**src/rtl/pcs_tx_am_ins.sv**
```systemverilog
// Multi-lane PCS TX alignment-marker inserter with per-lane BIP generation.
// One registered output slot; with AM_EN=0 it collapses to a plain register slice.
module pcs_tx_am_ins #(
  parameter int                   LANE_N = 4,
  parameter int                   DATA_W = 64,
  parameter int                   HEAD_W = 2,
  parameter int                   AM_EN  = 1,
  parameter int                   AM_GAP = 16383,
  parameter logic [LANE_N*24-1:0] AM_ENC = 96'h3D79A2_9B65C5_E6C4F0_477690
) (
  input  logic                       clk,
  input  logic                       nreset,
  input  logic                       valid_i,
  output logic                       ready_o,
  input  logic [LANE_N*HEAD_W-1:0]   head_i,
  input  logic [LANE_N*DATA_W-1:0]   data_i,
  output logic                       valid_o,
  input  logic                       ready_i,
  output logic                       marker_v_o,
  output logic [LANE_N*HEAD_W-1:0]   head_o,
  output logic [LANE_N*DATA_W-1:0]   data_o
);

  localparam int HW = LANE_N * HEAD_W;
  localparam int DW = LANE_N * DATA_W;

  logic          valid_q, valid_d;
  logic          marker_q, marker_d;
  logic [HW-1:0] head_q, head_d;
  logic [DW-1:0] data_q, data_d;
  logic          adv;

  assign adv        = ~valid_q | ready_i;
  assign valid_o    = valid_q;
  assign marker_v_o = marker_q;
  assign head_o     = head_q;
  assign data_o     = data_q;

  always_ff @(posedge clk or negedge nreset) begin
    if (!nreset) begin
      valid_q  <= 1'b0;
      marker_q <= 1'b0;
      head_q   <= '0;
      data_q   <= '0;
    end else begin
      valid_q  <= valid_d;
      marker_q <= marker_d;
      head_q   <= head_d;
      data_q   <= data_d;
    end
  end

  generate
    if (AM_EN != 0) begin : g_am
      localparam int CNT_W = (AM_GAP < 2) ? 1 : $clog2(AM_GAP + 1);

      logic [CNT_W-1:0]    cnt_q, cnt_d;
      logic [LANE_N*8-1:0] bip_q, bip_d;
      logic [LANE_N*8-1:0] mk_par, in_par;
      logic [HW-1:0]       mk_head;
      logic [DW-1:0]       mk_data;

      // Bit i of the parity folds payload bit i of every byte; header bits land in 3 and 4.
      function automatic logic [7:0] blk_par(input logic [1:0] h, input logic [63:0] d);
        logic [7:0] p;
        p = '0;
        for (int j = 0; j < 8; j++) p = p ^ d[8*j +: 8];
        p[3] = p[3] ^ h[0];
        p[4] = p[4] ^ h[1];
        return p;
      endfunction

      always_comb begin
        mk_head = '0;
        mk_data = '0;
        mk_par  = '0;
        in_par  = '0;
        for (int l = 0; l < LANE_N; l++) begin
          mk_head[l*HEAD_W +: 2]  = 2'b01;
          mk_data[l*DATA_W +: 64] = {~bip_q[l*8 +: 8],
                                     ~AM_ENC[l*24+16 +: 8],
                                     ~AM_ENC[l*24+8 +: 8],
                                     ~AM_ENC[l*24 +: 8],
                                     bip_q[l*8 +: 8],
                                     AM_ENC[l*24 +: 24]};
          mk_par[l*8 +: 8] = blk_par(2'b01, mk_data[l*DATA_W +: 64]);
          in_par[l*8 +: 8] = blk_par(head_i[l*HEAD_W +: 2], data_i[l*DATA_W +: 64]);
        end
      end

      // A marker takes priority whenever the gap counter has run out, even with valid_i low.
      always_comb begin
        valid_d  = valid_q;
        marker_d = marker_q;
        head_d   = head_q;
        data_d   = data_q;
        cnt_d    = cnt_q;
        bip_d    = bip_q;
        if (adv) begin
          if (cnt_q == '0) begin
            valid_d  = 1'b1;
            marker_d = 1'b1;
            head_d   = mk_head;
            data_d   = mk_data;
            cnt_d    = CNT_W'(AM_GAP);
            bip_d    = mk_par;
          end else if (valid_i) begin
            valid_d  = 1'b1;
            marker_d = 1'b0;
            head_d   = head_i;
            data_d   = data_i;
            cnt_d    = cnt_q - CNT_W'(1);
            bip_d    = bip_q ^ in_par;
          end else begin
            valid_d  = 1'b0;
            marker_d = 1'b0;
          end
        end
      end

      always_ff @(posedge clk or negedge nreset) begin
        if (!nreset) begin
          cnt_q <= '0;
          bip_q <= '0;
        end else begin
          cnt_q <= cnt_d;
          bip_q <= bip_d;
        end
      end

      assign ready_o = adv & (cnt_q != '0);
    end else begin : g_pt
      always_comb begin
        valid_d  = valid_q;
        marker_d = 1'b0;
        head_d   = head_q;
        data_d   = data_q;
        if (adv) begin
          valid_d = valid_i;
          if (valid_i) begin
            head_d = head_i;
            data_d = data_i;
          end
        end
      end

      assign ready_o = adv;
    end
  endgenerate

endmodule

```
**config.mk**
```make
export PLATFORM = sky130hd
export DESIGN_NAME = pcs_tx_am_ins
export DESIGN_NICKNAME = d
export VERILOG_FILES = /design/src/rtl/pcs_tx_am_ins.sv
export SDC_FILE = /design/constraint.sdc
export NUM_CORES = 1
export LEC_CHECK = 0
export ABC_AREA = 1
export CORE_ASPECT_RATIO = 0.75
export CORE_MARGIN = 3
export CORE_UTILIZATION = 42
export DETAILED_ROUTE_END_ITERATION = 7
export PLACE_DENSITY_LB_ADDON = 0.15
export SYNTH_ARGS = -nofsm -noshare
export SYNTH_HDL_FRONTEND = slang
export SYNTH_SLANG_ARGS = --single-unit
```
**constraint.sdc**
```tcl
create_clock -name clk -period 2.1 [get_ports clk]
set_input_delay 0.525 -clock clk [delete_from_list [all_inputs] [get_ports clk]]
set_output_delay 0.525 -clock clk [all_outputs]
set_load 0.1 [all_outputs]
```
# Word level (Yosys, flattened, before mapping)
# Cells that the tools add are included.
totals:
  memories: 0
  latch_bits: 0
  output_inout_bits: 267
  mem_bits_ro: 0
  ram_bits: 0
  register_bits: 312
op_classes:
  mux: 11
  order_cmp: 0
  n_reduce_logical: 4
  n_addsub: 1
  n_eq_ne: 0
  bitwise_logic: 68
  n_div: 0
  n_mul: 0
  n_shift: 0
ops:
  columns: ["op", "count"]
  rows:
  - ["two-way mux 256 bit", 2]
  - ["bitwise XOR 8 bit", 32]
  - ["two-way mux 32 bit", 2]
  - ["NOT 8 bit", 4]
  - ["bitwise XOR 32 bit", 1]
  - ["two-way mux 14 bit", 2]
  - ["NOT 4 bit", 5]
  - ["NOT 5 bit", 4]
  - ["NOT 3 bit", 6]
  - ["two-way mux 8 bit", 2]
  - ["logical NOT 14 bit", 1]
  - ["nonzero test 14 bit", 1]
  - ["subtractor 14 x 1 -> 14 bit, second input constant", 1]
  - ["bitwise XOR 1 bit", 8]
  - ["NOT 6 bit", 1]
  - ["NOT 1 bit", 5]
  - ["two-way mux 1 bit", 3]
  - ["AND reduction 2 bit", 1]
  - ["nonzero test 2 bit", 1]
  - ["bitwise AND 1 bit", 1]
  - ["bitwise OR 1 bit", 1]

# Longest topological paths before layout
# Gate-level depths: netlist of run 1.
depth:
  word_depth: 11
  ltp_mapped: 12
  mapped_depth_nobuf: 12

# Least setup slack after synthesis of run 1
# No wires, ideal clock.
synth_timing:
  path_type: "flip-flop to output port"
  from: "reg g_am.cnt_q[0]"
  to: "out ready_o"
  path_buffers: 1
  setup_slack_ps: -955
  required_ps: 1575
  path_stages_with_launch: 9
  t_arrival_ps: 2530
  cell_sequence: "dfrtp_1 > inv_1 > ha_1 > nand3_2 > nor2_4 > nand2_2 > inv_1 > clkbuf_1 > nor2_1"
synth_via:
  elab_chain_cells: 2
synth_rtl:
  columns: ["item", "line", "source"]
  rows:
  - ["start, declared", "57", "logic [CNT_W-1:0] cnt_q, cnt_d;"]
  - ["start signal, assigned", "126", "cnt_q <= cnt_d;"]
  - ["nonzero test 14 bit", "131", "assign ready_o = adv & (cnt_q != '0);"]
  - ["bitwise AND 1 bit", "131", null]
  - ["end, declared", "14", "output logic ready_o,"]
# No other way between the ends.

# Final worst setup path of run 1
# Same ends and word-level chain as after synthesis.

==> key figures, run 1 <==
Outcome
  – Status: finished, violations left
  – Violated checks: negative setup slack

GRT
  – Grt peak-use layer: met2
  – Number of global-route vias before repair: 16,248
  – Initial antenna violation count: 3
  – Met2 Usage GRT: 0.456
  – GRT Total Usage: 0.273
  – Largest net degree at the start of global routing: 71
  – First-pass GRT wire length: 89,000 µm
  – Met1 Use GR: 0.357
  – GRT overflow: 0
  – Met3 GRT Util: 0.0566

Logic synthesis
  – Post-Synth Adder-Cell Area: 0.000769
  – Mapped Area: 16,300 µm²
  – Seq/Total Area, Yosys: 0.480
  – Syn Area/Cell: 7.41 µm²
  – Cells after synthesis: 2,198
  – Compound-Gate Fraction of Synth Area: 0.0944
  – Post-synth net total: 2,467
  – Syn. warnings: 0
  – Post-synthesis mux area share: 0
  – Synth unique cells: 32
  – Simple-gate share of the synthesized area: 0.297
  – Synth Register Bits: 312
  – Xor/xnor share of the synthesized area: 0.0301
  – Largest family of logic cells by synthesized area: simple AND/OR/NAND/NOR gates

CTS
  – Clock sinks: 312
  – Clk_lat worst skew: 520 ps
  – Clock Root Buffer: clkbuf_16
  – Longest Clk Path Bufs: 3
  – Num CTS Buffers: 36
  – Clock transition at path regs: 60 ps
  – Max H-tree Level: 2
  – CTS tree: built

Final layout
  – Area Overhead vs Synth: 45.4%
  – Post-layout util: 0.629
  – Post-route cell area: 23,700 µm²
  – Filler cell count: 3,210
  – Ratio of cells with drive above 1 in the final layout: 0.160
  – Layout Cells excl Fill: 3,311
  – Layout Nets: 3,050

Place
  – Placed Cells: 3,213
  – Placed Area: 21,900 µm²
  – DP HPWL: 43,100 µm
  – I/O Buffers: 534
  – RD Place Congestion: 0.890

Setup path
  – R2R Setup Slk: 90 ps
  – CP endpoint kind: output pin
  – CP Cell Sequence: inv_2 -> ha_4 -> nand3_4 -> nor2_4 -> nand2_2 -> inv_2 -> nor2_4 -> buf_12
  – Crit path max fanout: 2
  – Worst EP arrival: 1710 ps
  – Startpoint types: flop
  – Peak per-stage delay on the critical path: 400 ps
  – Slowest-stage cell, CP: dfrtp_1
  – CP Data Required Time: 1570 ps
  – Critical path type: reg2out

Pwr
  – PwrDens: 1100 nW/µm²
  – Pwr Total: 0.0260 W
  – Max IR drop VDD: 0.645 mV
  – LEAKAGE: 12.5 nW

Floorplanning
  – Rows: 61
  – Initial core utilization: 0.433
  – Die Wd: 233 µm
  – Die Ht: 176 µm
  – Die ar.: 41,200 µm²
  – Boundary Pins: 535
  – Core box area: 37,600 µm²

STA
  – Max Freq: 447 MHz
  – Unrepaired setup endpoints after global routing: true
  – Min Tclk post-route: 2240 ps
  – Worst-Margin Slew: 652 ps
  – Final hold vios: 0
  – Final count of negative-setup-slack endpoints: 1
  – Period utilization: 1.07
  – Rel. slew slack: 0.566
  – Max-slew violations: 0
  – Clock Skews: 12.9 ps
  – Final WS setup: -139 ps

Route
  – ANT nets after route: 0
  – Vias/cell: 5.07
  – Final WL: 59,300 µm
  – Routed WL per cell: 17.9 µm
  – DR DRC count: 0
  – DR iter-0 viols: 1,264
  – First drt pass iteration count: 5
  – DR vias: 16,794

Hold path
  – Hold Path Class: in2async

Flow run
  – Max-Cap Viols: 0
## stage by stage
stage / setup TNS, ps / setup slack [ps] / hold WS (ps)
after floorplan: -194 / -194 / 229
after global placement: -23030 / -181 / 418
after detailed placement: -29790 / -222 / 418
after CTS: -167 / -167 / 456
after global routing: -268 / -235 / 479
final: -139 / -139 / 476
## cell usage in the layout, fill, tap and decap left out, drive strengths merged
master and n:
o22a 16, diode 2, clkdlybuf4s50 266, nand3 200, buf 354, clkbuf 60, bufinv 1, dlygate4sd3 1
ha 1, nand4 17, xor2 13, dfrtp 312, nand2 803, or2 5, nand3b 2, inv 301
a31oi 94, xnor2 43, o21ai 112, clkinv 7, nor2 159, clkinvlp 2, nor3 3, o211ai 33
## path summary, 6_finish.rpt
path	endpoint	start	cells past startpoint
worst max-delay path	ready_o	g_am.cnt_q[0]	8
max in group asynchronous	data_o[176]	nreset	3
worst max register to register	g_am.bip_q[13]	g_am.cnt_q[0]	13
worst min-delay path	data_o[101]	nreset	2
min in group clk	data_o[56]	data_o[56]	2
worst min register to register	data_o[56]	data_o[56]	2
## sequential cells by signal, indices dropped and copies added, names as in the netlist
register / count
valid_o: 1
g_am.bip_q: 32
data_o: 256
head_o: 8
g_am.cnt_q: 14
marker_v_o: 1
## routing by layer
| metal | share of wire | up-vias | wire length [µm] |
|---|---|---|---|
| met5 | 0.00019 | - | 11 |
| met4 | 0.033 | 2 | 1940 |
| met3 | 0.077 | 122 | 4600 |
| met2 | 0.47 | 607 | 28100 |
| met1 | 0.42 | 7937 | 24600 |
| li1 | - | 8126 | - |
## report_power, final
group / total [W] / internal, W / switching [W]
Combinational: 0.0117 / 0.00296 / 0.00875
Clock: 0.00621 / 0.00364 / 0.00257
Sequential: 0.00804 / 0.00722 / 0.000825
## cells in the mapped netlist
| cell | count | area share |
|---|---|---|
| buf_2 | 36 | 0.011 |
| o21ai_1 | 7 | 0.0022 |
| dfrtp_1 | 312 | 0.48 |
| nand4_4 | 1 | 0.0013 |
| nand2_4 | 1 | 0.00069 |
| nor2_1 | 156 | 0.036 |
| o211ai_1 | 33 | 0.015 |
| o21ai_0 | 105 | 0.032 |
| nand2_1 | 799 | 0.18 |
| nor3_1 | 2 | 0.00061 |
| xnor2_1 | 43 | 0.023 |
| inv_1 | 298 | 0.069 |
| inv_2 | 2 | 0.00046 |
| nand4_1 | 16 | 0.0061 |
| or2_2 | 4 | 0.0015 |
| buf_4 | 21 | 0.0097 |
| nand3_4 | 1 | 0.0011 |
| o22a_1 | 16 | 0.0086 |
| clkbuf_2 | 1 | 0.00031 |
| clkbuf_1 | 27 | 0.0062 |
| nor3_2 | 1 | 0.00061 |
| a31oi_1 | 94 | 0.036 |
| or2_0 | 1 | 0.00038 |
| nand3b_1 | 2 | 0.00092 |
| nand2_2 | 1 | 0.00038 |
| ha_1 | 1 | 0.00077 |
| nand3_1 | 197 | 0.061 |
| nor2_2 | 2 | 0.00077 |
| nand3_2 | 2 | 0.0012 |
| nor2_4 | 1 | 0.00069 |
| xor2_1 | 13 | 0.0070 |
| buf_6 | 2 | 0.0014 |
## final cells by class
class	instances	area, µm²	area share
inverters	300	1130	0.0478
well taps	504	631	0.0267
clock buffers	51	1060	0.0447
flip-flops and latches	312	7810	0.330
repair buffers	630	5960	0.252
multi-input cells	1501	6970	0.295
diodes	2	5.00	0.000212
clock inverters	11	92.6	0.00391
## worst max-delay path, delay by kind of cell (launching register included)
family,cells,cell delay (ps)
flops,1,400
fa+ha+maj,1,150
simple gates,4,330
buf+inv,3,320
## timing repair
action | CTS | global route
hold endpoints to repair | 22 | 0
pin swaps | 4 | 5
gates resized for setup | 8 | 12
endpoints found under the setup margin | 1 | 76
hold buffers | 1 | 0
cloned | 0 | 11
setup buffers | 9 | 13
## logic make-up (layout without fill, tap and decap cells)
logic type | Yosys count | in the layout
AND/OR/NAND/NOR | 1187 | 1189
XOR/XNOR | 56 | 56
adder cells (fa/ha/maj) | 1 | 1
flip-flops | 312 | 312
buffers and inverters | 387 | 992
other | 0 | 2
AO/OA/AOI/OAI | 255 | 255
(Power assumes the default switching activity.)
==> run 2, diff against run 1 <==
- PLACE_DENSITY: unset -> 0.77
- PLACE_DENSITY_LB_ADDON: 0.15 -> unset
==> key figures, run 2 (synthesis results as in run 1) <==
Outcome
  – Status: finished, violations left (unchanged)
  – Violated checks: negative setup slack (unchanged)

Place
  – I/O Buffers: 534 (unchanged)
  – RD Place Congestion: 0.906 (was 0.890)
  – DP HPWL: 43,900 µm (was 43,100 µm)
  – Setup WS pre-CTS: -251 ps (was -222 ps)

Final layout
  – Most frequent cells in the layout: nand2_1 (798), dfrtp_1 (311), buf_4 (311) (was nand2_1 (797), buf_4 (322), dfrtp_1 (311))
  – Area Overhead vs Synth: 45.3% (was 45.4%)
  – Most common cell after layout, fill and taps aside: nand2_1 (unchanged)
  – Ratio of cells with drive above 1 in the final layout: 0.157 (was 0.160)
  – Post-layout util: 0.628 (was 0.629)
  – Filler cell count: 3,229 (was 3,210)
  – Max reg flops: 256 (unchanged)
  – Layout Nets: 3,040 (was 3,050)

Route
  – ANT nets after route: 0 (unchanged)
  – Final WL: 59,900 µm (was 59,300 µm)
  – First drt pass iteration count: 6 (was 5)
  – DR iter-0 viols: 1,338 (was 1,264)
  – Routed WL per cell: 18.1 µm (was 17.9 µm)
  – Vias/cell: 5.14 (was 5.07)
  – DR DRC count: 0 (unchanged)
  – DR vias: 16,987 (was 16,794)

STA
  – Final hold vios: 0 (unchanged)
  – Rel. slew slack: 0.642 (was 0.566)
  – Max Freq: 439 MHz (was 447 MHz)
  – Clock Skews: 15.6 ps (was 12.9 ps)
  – Min Tclk post-route: 2280 ps (was 2240 ps)
  – Period utilization: 1.08 (was 1.07)
  – Final WS setup: -176 ps (was -139 ps)
  – Worst-Margin Slew: 537 ps (was 652 ps)
  – Unrepaired setup endpoints after global routing: true (unchanged)
  – Final count of negative-setup-slack endpoints: 1 (unchanged)
  – Max-slew violations: 0 (unchanged)

Setup path
  – CP Data Required Time: 1570 ps (about the same)
  – Startpoint types: flop (unchanged)
  – RR Startpoint: g_am.cnt_q[0] (unchanged)
  – Worst setup path start: g_am.cnt_q[0] (unchanged)
  – CP endpoint kind: output pin (unchanged)
  – Critical R2R Capture: g_am.bip_q[2] (was g_am.bip_q[13])
  – R2R depth: 13 (unchanged)
  – R2R Setup Slk: 80 ps (was 90 ps)
  – Worst EP arrival: 1750 ps (was 1710 ps)
  – Crit path max fanout: 4 (was 2)
  – Critical path type: reg2out (unchanged)

CTS
  – Clk_lat worst skew: 520 ps (about the same)
  – CTS tree: built (unchanged)
  – Clock Root Buffer: clkbuf_16 (unchanged)
  – Longest Clk Path Bufs: 3 (unchanged)
  – Num CTS Buffers: 35 (was 36)
  – Clock sinks: 312 (unchanged)
  – Clock transition at path regs: 60 ps (about the same)
  – Max H-tree Level: 2 (unchanged)

Floorplanning
  – Die Ht: 176 µm (unchanged)
  – Rows: 61 (unchanged)
  – Die Wd: 233 µm (unchanged)
  – Core box area: 37,600 µm² (unchanged)
  – Boundary Pins: 535 (unchanged)
  – Initial core utilization: 0.433 (unchanged)
  – Die ar.: 41,200 µm² (unchanged)

Hold path
  – Hold Path Class: reg2reg (was in2async)
  – Worst hold stages: 2
  – Worst hold start: data_o[121]
  – WHS Endpoint: data_o[121]

Pwr
  – LEAKAGE: 12.5 nW (about the same)
  – Max IR drop VDD: 0.612 mV (was 0.645 mV)
  – PwrDens: 1110 nW/µm² (was 1100 nW/µm²)

Flow run
  – Max-Cap Viols: 0 (unchanged)

GRT
  – GRT overflow: 0 (unchanged)
  – Largest net degree at the start of global routing: 63 (was 71)
  – Number of global-route vias before repair: 16,663 (was 16,248)
  – First-pass GRT wire length: 89,500 µm (was 89,000 µm)
  – GRT Total Usage: 0.275 (was 0.273)
  – Initial antenna violation count: 8 (was 3)
run 2: changes by cell type in the layout (fill, tap and decap cells not counted), sizes merged:
cell,before,now
clkinvlp,2,1
nand2,803,802
bufinv,1,3
clkbuf,60,56
inv,301,299
buf,354,350
diode,2,4
run 2: worst max path at each step:
stage / cells past startpoint / to
CTS: 8 / ready_o
global route: 8 / ready_o
detailed placement: 9 / data_o[187]
finish: 8 / ready_o
global placement: 8 / data_o[205]
floorplan: 8 / ready_o
run 2: layout make-up:
| cell class | instances | area [µm²] | area share |
|---|---|---|---|
| clock buffers | 51 | 1050 | 0.0443 |
| clock inverters | 10 | 128 | 0.00540 |
| diodes | 4 | 10.0 | 0.000423 |
| multi-input cells | 1500 | 6970 | 0.295 |
| well taps | 504 | 631 | 0.0267 |
| inverters | 300 | 1140 | 0.0481 |
| repair buffers | 622 | 5920 | 0.250 |
| flip-flops and latches | 312 | 7810 | 0.330 |
run 2: critical path, stage by stage (launching register included):
cell,delay (ps)
dfrtp_1,400
inv_2,90
ha_4,160
nand3_4,90
nor2_4,140
nand2_4,80
inv_4,70
nor2_4,40
buf_12,150
run 2: what timing repair did:
action                     CTS  global route
hold buffers                 1             0
pin swaps                    5             7
setup endpoints to repair   14            24
hold endpoints to repair    42             0
cloned                       0             6
setup buffers                7             8
gates resized for setup     12             8
run 2: routing by layer:
layer / up-vias / global-route usage / share of wire / routed length, µm
met4: 8 / 0.103 / 0.036 / 2180
met5: - / 0 / 0.00090 / 54
met3: 132 / 0.0690 / 0.095 / 5690
met1: 8015 / 0.345 / 0.39 / 23600
met2: 736 / 0.460 / 0.47 / 28400
li1: 8096 / - / - / -
run 2: metrics by stage:
step                      setup TNS (ps)  std cells  hold slack [ps]  area, µm²  total power, W
after floorplan                     -194       2198              229      16300          0.0163
after detailed placement          -45430       3216              467      22100          0.0196
after global placement            -38780       3216              464      22100          0.0194
after CTS                           -186       3285              483      23400          0.0262
after global routing                -267       3302              501      23600          0.0273
final                               -176       3303              480      23600          0.0262
run 2: report_power, final:
part / switching, W / total, W / leakage (nW) / internal, W
combinational: 0.00875 / 0.0117 / 8.23 / 0.00298
sequential: 0.000864 / 0.00808 / 3.66 / 0.00722
clock: 0.00252 / 0.00635 / 0.581 / 0.00383
